==> src/rtl/imem_loader.sv <==
// Byte-stream program loader: parses a framed image, assembles MSB-first words,
// writes them to instruction memory and releases the core once the checksum matches.
module imem_loader #(
    parameter int unsigned ADDR_W    = 8,
    parameter logic [7:0]  SYNC_BYTE = 8'hA5
) (
    input  logic              clk,
    input  logic              reset,
    input  logic              i_restart,
    input  logic [7:0]        i_rx_data,
    input  logic              i_rx_valid,
    output logic              o_rx_ready,
    output logic              o_im_we,
    output logic [31:0]       o_im_addr,
    output logic [31:0]       o_im_wd,
    output logic              o_cpu_hold,
    output logic              o_load_done,
    output logic              o_load_err,
    output logic [ADDR_W:0]   o_words_loaded
);

    localparam int unsigned MAX_WORDS = 2 ** ADDR_W;
    localparam int unsigned LEN_W     = 16;

    typedef enum logic [2:0] {
        S_IDLE   = 3'd0,
        S_LEN_HI = 3'd1,
        S_LEN_LO = 3'd2,
        S_DATA   = 3'd3,
        S_CSUM   = 3'd4,
        S_DONE   = 3'd5,
        S_ERR    = 3'd6
    } state_t;

    state_t              r_state;
    state_t              w_state_next;

    logic                r_rx_ready;
    logic                r_im_we;
    logic [31:0]         r_im_addr;
    logic [31:0]         r_im_wd;
    logic                r_cpu_hold;
    logic                r_load_done;
    logic                r_load_err;
    logic [ADDR_W:0]     r_words_loaded;

    logic [7:0]          r_len_hi;
    logic [LEN_W-1:0]    r_len;
    logic [7:0]          r_csum;
    logic [23:0]         r_sh;
    logic [1:0]          r_byte_idx;
    logic [ADDR_W-1:0]   r_word_idx;

    logic                w_xfer;
    logic [LEN_W-1:0]    w_len_full;
    logic                w_word_done;
    logic                w_last_word;
    logic                w_rx_ready_d;
    logic                w_cpu_hold_d;
    logic                w_load_done_d;
    logic                w_load_err_d;

    assign w_xfer      = i_rx_valid & r_rx_ready;
    assign w_len_full  = {r_len_hi, i_rx_data};
    assign w_word_done = w_xfer && (r_state == S_DATA) && (r_byte_idx == 2'd3);
    assign w_last_word = (LEN_W'(r_word_idx) + LEN_W'(1)) == r_len;

    // State register
    always_ff @(posedge clk or negedge reset) begin
        if (!reset) r_state <= S_IDLE;
        else        r_state <= w_state_next;
    end

    // Next-state logic; restart overrides any same-cycle transfer
    always_comb begin
        w_state_next = r_state;
        if (i_restart) begin
            w_state_next = S_IDLE;
        end else begin
            unique case (r_state)
                S_IDLE:   if (w_xfer && i_rx_data == SYNC_BYTE) w_state_next = S_LEN_HI;
                S_LEN_HI: if (w_xfer) w_state_next = S_LEN_LO;
                S_LEN_LO: if (w_xfer) begin
                    if (w_len_full > LEN_W'(MAX_WORDS)) w_state_next = S_ERR;
                    else if (w_len_full == '0)          w_state_next = S_CSUM;
                    else                                w_state_next = S_DATA;
                end
                S_DATA:   if (w_word_done && w_last_word) w_state_next = S_CSUM;
                S_CSUM:   if (w_xfer) w_state_next = (i_rx_data == r_csum) ? S_DONE : S_ERR;
                S_DONE:   w_state_next = S_DONE;
                S_ERR:    w_state_next = S_ERR;
                default:  w_state_next = S_IDLE;
            endcase
        end
    end

    // Status outputs decoded from the upcoming state, then registered
    always_comb begin
        w_rx_ready_d  = 1'b0;
        w_cpu_hold_d  = 1'b1;
        w_load_done_d = 1'b0;
        w_load_err_d  = 1'b0;
        if (!i_restart) begin
            unique case (w_state_next)
                S_IDLE, S_LEN_HI, S_LEN_LO, S_DATA, S_CSUM: w_rx_ready_d = 1'b1;
                S_DONE: begin
                    w_cpu_hold_d  = 1'b0;
                    w_load_done_d = 1'b1;
                end
                S_ERR:   w_load_err_d = 1'b1;
                default: w_rx_ready_d = 1'b0;
            endcase
        end
    end

    always_ff @(posedge clk or negedge reset) begin
        if (!reset) begin
            r_rx_ready  <= 1'b0;
            r_cpu_hold  <= 1'b1;
            r_load_done <= 1'b0;
            r_load_err  <= 1'b0;
        end else begin
            r_rx_ready  <= w_rx_ready_d;
            r_cpu_hold  <= w_cpu_hold_d;
            r_load_done <= w_load_done_d;
            r_load_err  <= w_load_err_d;
        end
    end

    // Frame datapath: length, checksum, word assembly and memory write port
    always_ff @(posedge clk or negedge reset) begin
        if (!reset) begin
            r_im_we        <= 1'b0;
            r_im_addr      <= '0;
            r_im_wd        <= '0;
            r_words_loaded <= '0;
            r_len_hi       <= '0;
            r_len          <= '0;
            r_csum         <= '0;
            r_sh           <= '0;
            r_byte_idx     <= '0;
            r_word_idx     <= '0;
        end else if (i_restart) begin
            r_im_we        <= 1'b0;
            r_im_addr      <= '0;
            r_im_wd        <= '0;
            r_words_loaded <= '0;
            r_byte_idx     <= '0;
            r_word_idx     <= '0;
        end else begin
            r_im_we <= 1'b0;
            if (w_xfer) begin
                unique case (r_state)
                    S_IDLE: if (i_rx_data == SYNC_BYTE) begin
                        r_csum         <= '0;
                        r_words_loaded <= '0;
                    end
                    S_LEN_HI: begin
                        r_len_hi <= i_rx_data;
                        r_csum   <= r_csum ^ i_rx_data;
                    end
                    S_LEN_LO: begin
                        r_len      <= w_len_full;
                        r_csum     <= r_csum ^ i_rx_data;
                        r_byte_idx <= '0;
                        r_word_idx <= '0;
                    end
                    S_DATA: begin
                        r_sh       <= {r_sh[15:0], i_rx_data};
                        r_csum     <= r_csum ^ i_rx_data;
                        r_byte_idx <= r_byte_idx + 2'd1;
                        if (r_byte_idx == 2'd3) begin
                            r_im_we        <= 1'b1;
                            r_im_wd        <= {r_sh, i_rx_data};
                            r_im_addr      <= 32'({r_word_idx, 2'b00});
                            r_word_idx     <= r_word_idx + ADDR_W'(1);
                            r_words_loaded <= r_words_loaded + (ADDR_W+1)'(1);
                        end
                    end
                    default: ;
                endcase
            end
        end
    end

    assign o_rx_ready     = r_rx_ready;
    assign o_im_we        = r_im_we;
    assign o_im_addr      = r_im_addr;
    assign o_im_wd        = r_im_wd;
    assign o_cpu_hold     = r_cpu_hold;
    assign o_load_done    = r_load_done;
    assign o_load_err     = r_load_err;
    assign o_words_loaded = r_words_loaded;

endmodule

==> config.mk <==
export PLATFORM = sky130hd
export DESIGN_NAME = imem_loader
export DESIGN_NICKNAME = d
export VERILOG_FILES = /design/src/rtl/imem_loader.sv
export SDC_FILE = /design/constraint.sdc
export NUM_CORES = 1
export LEC_CHECK = 0
export ABC_CLOCK_PERIOD_IN_PS = 2600
export CAP_MARGIN = 25
export CORE_MARGIN = 2
export CORE_UTILIZATION = 31
export CTS_BUF_LIST = sky130_fd_sc_hd__clkbuf_8
export DETAILED_ROUTE_END_ITERATION = 6
export PLACE_DENSITY = 0.53
export SLEW_MARGIN = 20
export SYNTH_ARGS = -nofsm -noshare
export SYNTH_HDL_FRONTEND = slang
export SYNTH_SLANG_ARGS = --single-unit
==> constraint.sdc <==
create_clock -name clk -period 2.6 [get_ports clk]
set_input_delay 0.52 -clock clk [delete_from_list [all_inputs] [get_ports clk]]
set_output_delay 0.52 -clock clk [all_outputs]
set_load 0.005 [all_outputs]
# Word-level counts from Yosys, hierarchy flattened
# Cells that the tools add are included.
[op_classes]
addsub = 4
n_lt_le_gt_ge = 1
n_eq_ne = 19
n_mux = 44
bitwise_logic = 3
reduce_logical = 23
[ops]
columns = ["op", "n"]
rows = [
  ["$mux W32", 8],
  ["$mux W9", 4],
  ["$mux W8", 4],
  ["$pmux W8 S2", 2],
  ["$mux W3", 8],
  ["$pmux W3 S7", 1],
  ["$eq A3 B3 Y1 const B", 6],
  ["$pmux W9 S2", 1],
  ["$eq A9 B16 Y1", 1],
  ["$gt A16 B9 Y1 const B", 1],
  ["$logic_not A16 Y1", 1],
  ["$reduce_and A3 Y1", 5],
  ["$eq A3 B2 Y1 const B", 4],
  ["$mux W1", 12],
  ["$add A8 B1 Y9 const B", 1],
  ["$add A9 B1 Y9 const B", 1],
  ["$add A8 B1 Y8 const B", 1],
  ["$eq A8 B8 Y1", 1],
  ["$eq A8 B8 Y1 const B", 1],
  ["$reduce_and A4 Y1", 2],
  ["$reduce_bool A2 Y1", 4],
  ["$xor A8 B8 Y8", 1],
  ["$eq A3 B1 Y1 const B", 2],
  ["$logic_not A3 Y1", 2],
  ["14 further kinds", 20],
]
[totals]
regBits = 147
input_bits = 12
elab_cells = 109

# Longest topological paths before layout
[logic_depth]
depth_word = 11
mapped_depth = 9

# Least setup slack after synthesis
# OpenSTA, ideal clock, no wires.
[synth_timing]
kind = "input to register"
from = "input i_rx_data[6]"
to = "register r_words_loaded[6], in the netlist o_words_loaded[6]"
setup_time_ps = 123
arrival_ps = 2181
setup_slack_ps = 296
cell_stages = 7
n_path_buf = 1
path_cell_list = "buf_2 -> or4_4 -> o31ai_1 -> a21oi_1 -> nor4b_1 -> xnor2_1 -> nor2_1"
[synth_via]
elab_chain_cells = 3
[synth_rtl]
columns = ["element", "line_no", "source"]
rows = [
  ["start, declared", "10", "input logic [7:0] i_rx_data,"],
  ["$eq A8 B8 Y1", "154", "S_IDLE: if (i_rx_data == SYNC_BYTE) begin"],
  ["$ne A3 B3 Y1 (no source line)", "n/a", ""],
  ["$reduce_and A4 Y1 (no source line)", "n/a", ""],
  ["end signal, assigned", "177", "r_words_loaded <= r_words_loaded + (ADDR_W+1)'(1);"],
  ["end, declared", "45", "logic [ADDR_W:0] r_words_loaded;"],
]
# No other way between the ends.
# A chain may end at the register's enable or synchronous reset.

# Final worst setup path
[layout_timing]
from = "register r_len_hi[5]"
to = "register r_cpu_hold, in the netlist o_cpu_hold"
[layout_via]
elab_chain_cells = 9
elab_cells_between_ends = 10
cone_classes = "order compare (1); eq/ne (1); mux (7); reduce/logical (1)"
[layout_rtl]
columns = ["element", "line_no", "source"]
rows = [
  ["start, declared", "47", "logic [7:0] r_len_hi;"],
  ["start signal, assigned", "159", "r_len_hi <= i_rx_data;"],
  ["branches (longest 2 deep; another with $gt A16 B9 Y1)", "n/a", ""],
  ["$mux W3 *", "84", "if (w_len_full > LEN_W'(MAX_WORDS)) w_state_next = S_ERR;"],
  ["$mux W3 *", "83", "S_LEN_LO: if (w_xfer) begin"],
  ["$pmux W3 S7 *", "80", "unique case (r_state)"],
  ["$mux W3 *", "77", "if (i_restart) begin"],
  ["$eq A3 B3 Y1 *", "104", "unique case (w_state_next)"],
  ["$mux W1 *", "104", ""],
  ["$mux W1 *", "103", "if (!i_restart) begin"],
  ["via w_cpu_hold_d", "59", "logic w_cpu_hold_d;"],
  ["end signal, assigned", "124", "r_cpu_hold <= w_cpu_hold_d;"],
  ["end, declared", "42", "logic r_cpu_hold;"],
]
# Mark *: on every way through the listed nets, which the timed path passes.

==> impl_metrics.json <==
{
  "status": "complete, no violations",
  "dieHeight_um": 140,
  "synthesis.area_um2": 5760,
  "synthCells": 558,
  "insertion_delay_ps": 440,
  "final-seq-area_um2": 3080,
  "min_period_ps": 2460,
  "rows": 49,
  "placeableCoreArea_um2": 18100,
  "clock-skew-final_ps": 9.14,
  "ios": 90,
  "grt_usage_pct": 15.4,
  "synth_top_cell_by_area": "dfrtp_1",
  "wl_um": 14300,
  "post-route-drc-count": 0,
  "wl_per_cell_um": 16.1,
  "drtAntennaViolNets": 0,
  "grt_max_degree": 63,
  "critical_path.startpoint_type": "register",
  "fin_crit_sh_pct": 94.7,
  "rsz0062_at_grt": "false",
  "cp-startpoint": "r_len_hi[5]",
  "area_delta_synth_final_pct": 26.0,
  "peakVddDrop_v": 0.000287,
  "worstPathArrival_ps": 2820,
  "required_ps": 2960,
  "cts.htree.levels": 4,
  "vias_per_cell": 4.91,
  "post-place-ws_ps": -265,
  "clkSinkCount": 123,
  "path_clk_slew_ps": 70,
  "ys_ff_latch": 123,
  "num_vias": 4368,
  "power_density_nw_per_um2": 539,
  "post_cts_buffers": 0,
  "rr_startpoint": "r_len_hi[5]",
  "crit_path_end_kind": "register",
  "final_util_pct": 40.1,
  "slew_headroom_pct": 46.5,
  "place_congestion": 0.869,
  "start_util_pct": 31.8,
  "synthTopCellsByArea": "dfrtp_1 53%, mux2_2 9.4%, nand2_1 7.0%",
  "nNetsFinal": 663,
  "yosysWarnings": 0,
  "die_w_um": 140,
  "multi_input_area_um2": 2450,
  "ys.flop_type": "dfrtp_1",
  "hp-class": "in2async",
  "maxCapViolations": 0,
  "worstSetupPathType": "reg2reg",
  "fill_cells": 1745,
  "worst_pin_slew_ps": 799,
  "n_antenna_cell": 0,
  "layout-drive-gt1-share_pct": 20.3,
  "total_power_w": 0.00391,
  "fmax_mhz": 406,
  "synth_edf_count": 0,
  "yosysTopAreaCellShare_pct": 53.0,
  "grt_overflow": 0,
  "setup_ws_ps": 137,
  "clock_path_buffers": 2,
  "cts_tree": "done",
  "cts-buffers-inserted": 17,
  "setup_viol": 0,
  "die_area_um2": 19700,
  "antenna_found_initial": 0,
  "hpwl_um": 10100,
  "yosysSeqAreaShare_pct": 53.5,
  "finalHoldViolations": 0,
  "synth_cell_types": 58,
  "drtPass1Iterations": 5,
  "synth_top_cells_by_count": "122 x dfrtp_1, 108 x nand2_1, 48 x mux2_2",
  "synth_most_common_cell": "dfrtp_1",
  "slew_viol_final": 0,
  "cp_max_fo": 5,
  "clockRootBuffer": "clkbuf_8",
  "grt_pass1_wl_um": 23800,
  "syn_area_per_cell_um2": 10.3,
  "drt-initial-drc-count": 286,
  "grt_pass1_vias": 4514,
  "holdBufCountCts": 0,
  "synthArstFlopShare_pct": 100,
  "p_leak_nw": 3.17,
  "io_buffers": 65
}
[flip-flops by register name, summed over array words and instances, names as in the netlist, 3 cells and up]
register / cells
o_im_wd: 32
r_sh: 24
r_len: 16
o_words_loaded: 9
o_im_addr: 8
r_csum: 8
r_len_hi: 8
r_word_idx: 8
r_state: 3
[path summary, 6_finish.rpt]
check / slack [ps] / cells past startpoint / endpoint
setup / recovery: 140 / 5 / o_cpu_hold
hold / removal: 80 / 2 / o_words_loaded[5]
setup reg to reg: 140 / 5 / o_cpu_hold
hold reg to reg: 500 / 1 / r_csum[0]
max in group asynchronous: 2200 / 2 / o_cpu_hold
min in group clk: 500 / 3 / r_state[1]
[repair_timing]
action,4_1_cts,5_1_grt
hold endpoints to repair,0,0
setup endpoints to repair,0,3
resized for setup,0,1
[worst max-delay path, cell delays in order (launching register included)]
cell and delay, ps:
dfrtp_1 400, or4_1 540, nor4_2 400, a41oi_1 200, o32a_1 410, a2111o_1 440
[kinds of logic (layout without fill, tap and decap cells)]
logic type / count (synthesis) / in the layout / share of synthesized area (%)
simple gates: 187 / 187 / 15.0
other cells: 1 / 24 / 0.0651
buf+inv: 61 / 140 / 5.67
mux: 48 / 48 / 9.39
compound gates: 108 / 108 / 11.7
flops: 123 / 123 / 53.5
xor+xnor: 26 / 26 / 3.95
fa+ha+maj: 4 / 4 / 0.826
[stage by stage]
stage	std cells	hold slack [ps]	setup TNS, ps	instance area (um2)
floorplan	581	224	0	5840
global placement	858	489	-1890	6810
detailed placement	858	499	-2390	6810
CTS	889	86.6	0	7250
global route	889	98.0	0	7260
finish	889	78.1	0	7260
[layout make-up]
type                    count  area share [%]
flip-flops and latches    123            42.4
inverters                   6           0.310
repair buffers            103            13.5
clock inverters             9            1.86
well taps                 229            3.95
multi-input cells         397            33.8
clock buffers              22            4.17
[per-layer routing]
metal,wire length (um),GRT usage (%)
met1,6720,20.5
met2,6790,24.1
met3,567,4.31
met4,245,5.21
met5,0,0
[power by group]
group	leakage [nW]	total (W)	switching [W]	internal (W)
combinational	1.25	0.000158	0.000107	0.0000518
sequential	1.71	0.00192	0.00000190	0.00191
clock	0.214	0.00184	0.000763	0.00107
total	3.17	0.00391	0.000872	0.00304
[layout by cell type (no fill, tap or decap), types with 3 or more instances in the layout]
master,instances
buf_4,35
nand4_1,7
ha_1,3
nor4_1,5
nor2_1,26
a31oi_1,3
o21ai_0,32
bufinv_16,3
mux2_2,48
inv_1,6
conb_1,24
nand3_1,6
clkdlybuf4s50_1,63
xnor2_1,20
dfrtp_1,122
clkinvlp_4,3
nor4b_1,3
xor2_1,6
buf_12,4
clkbuf_8,22
nand2_1,108
a21oi_1,47
nor3_1,5
(Power assumes the default switching activity.)
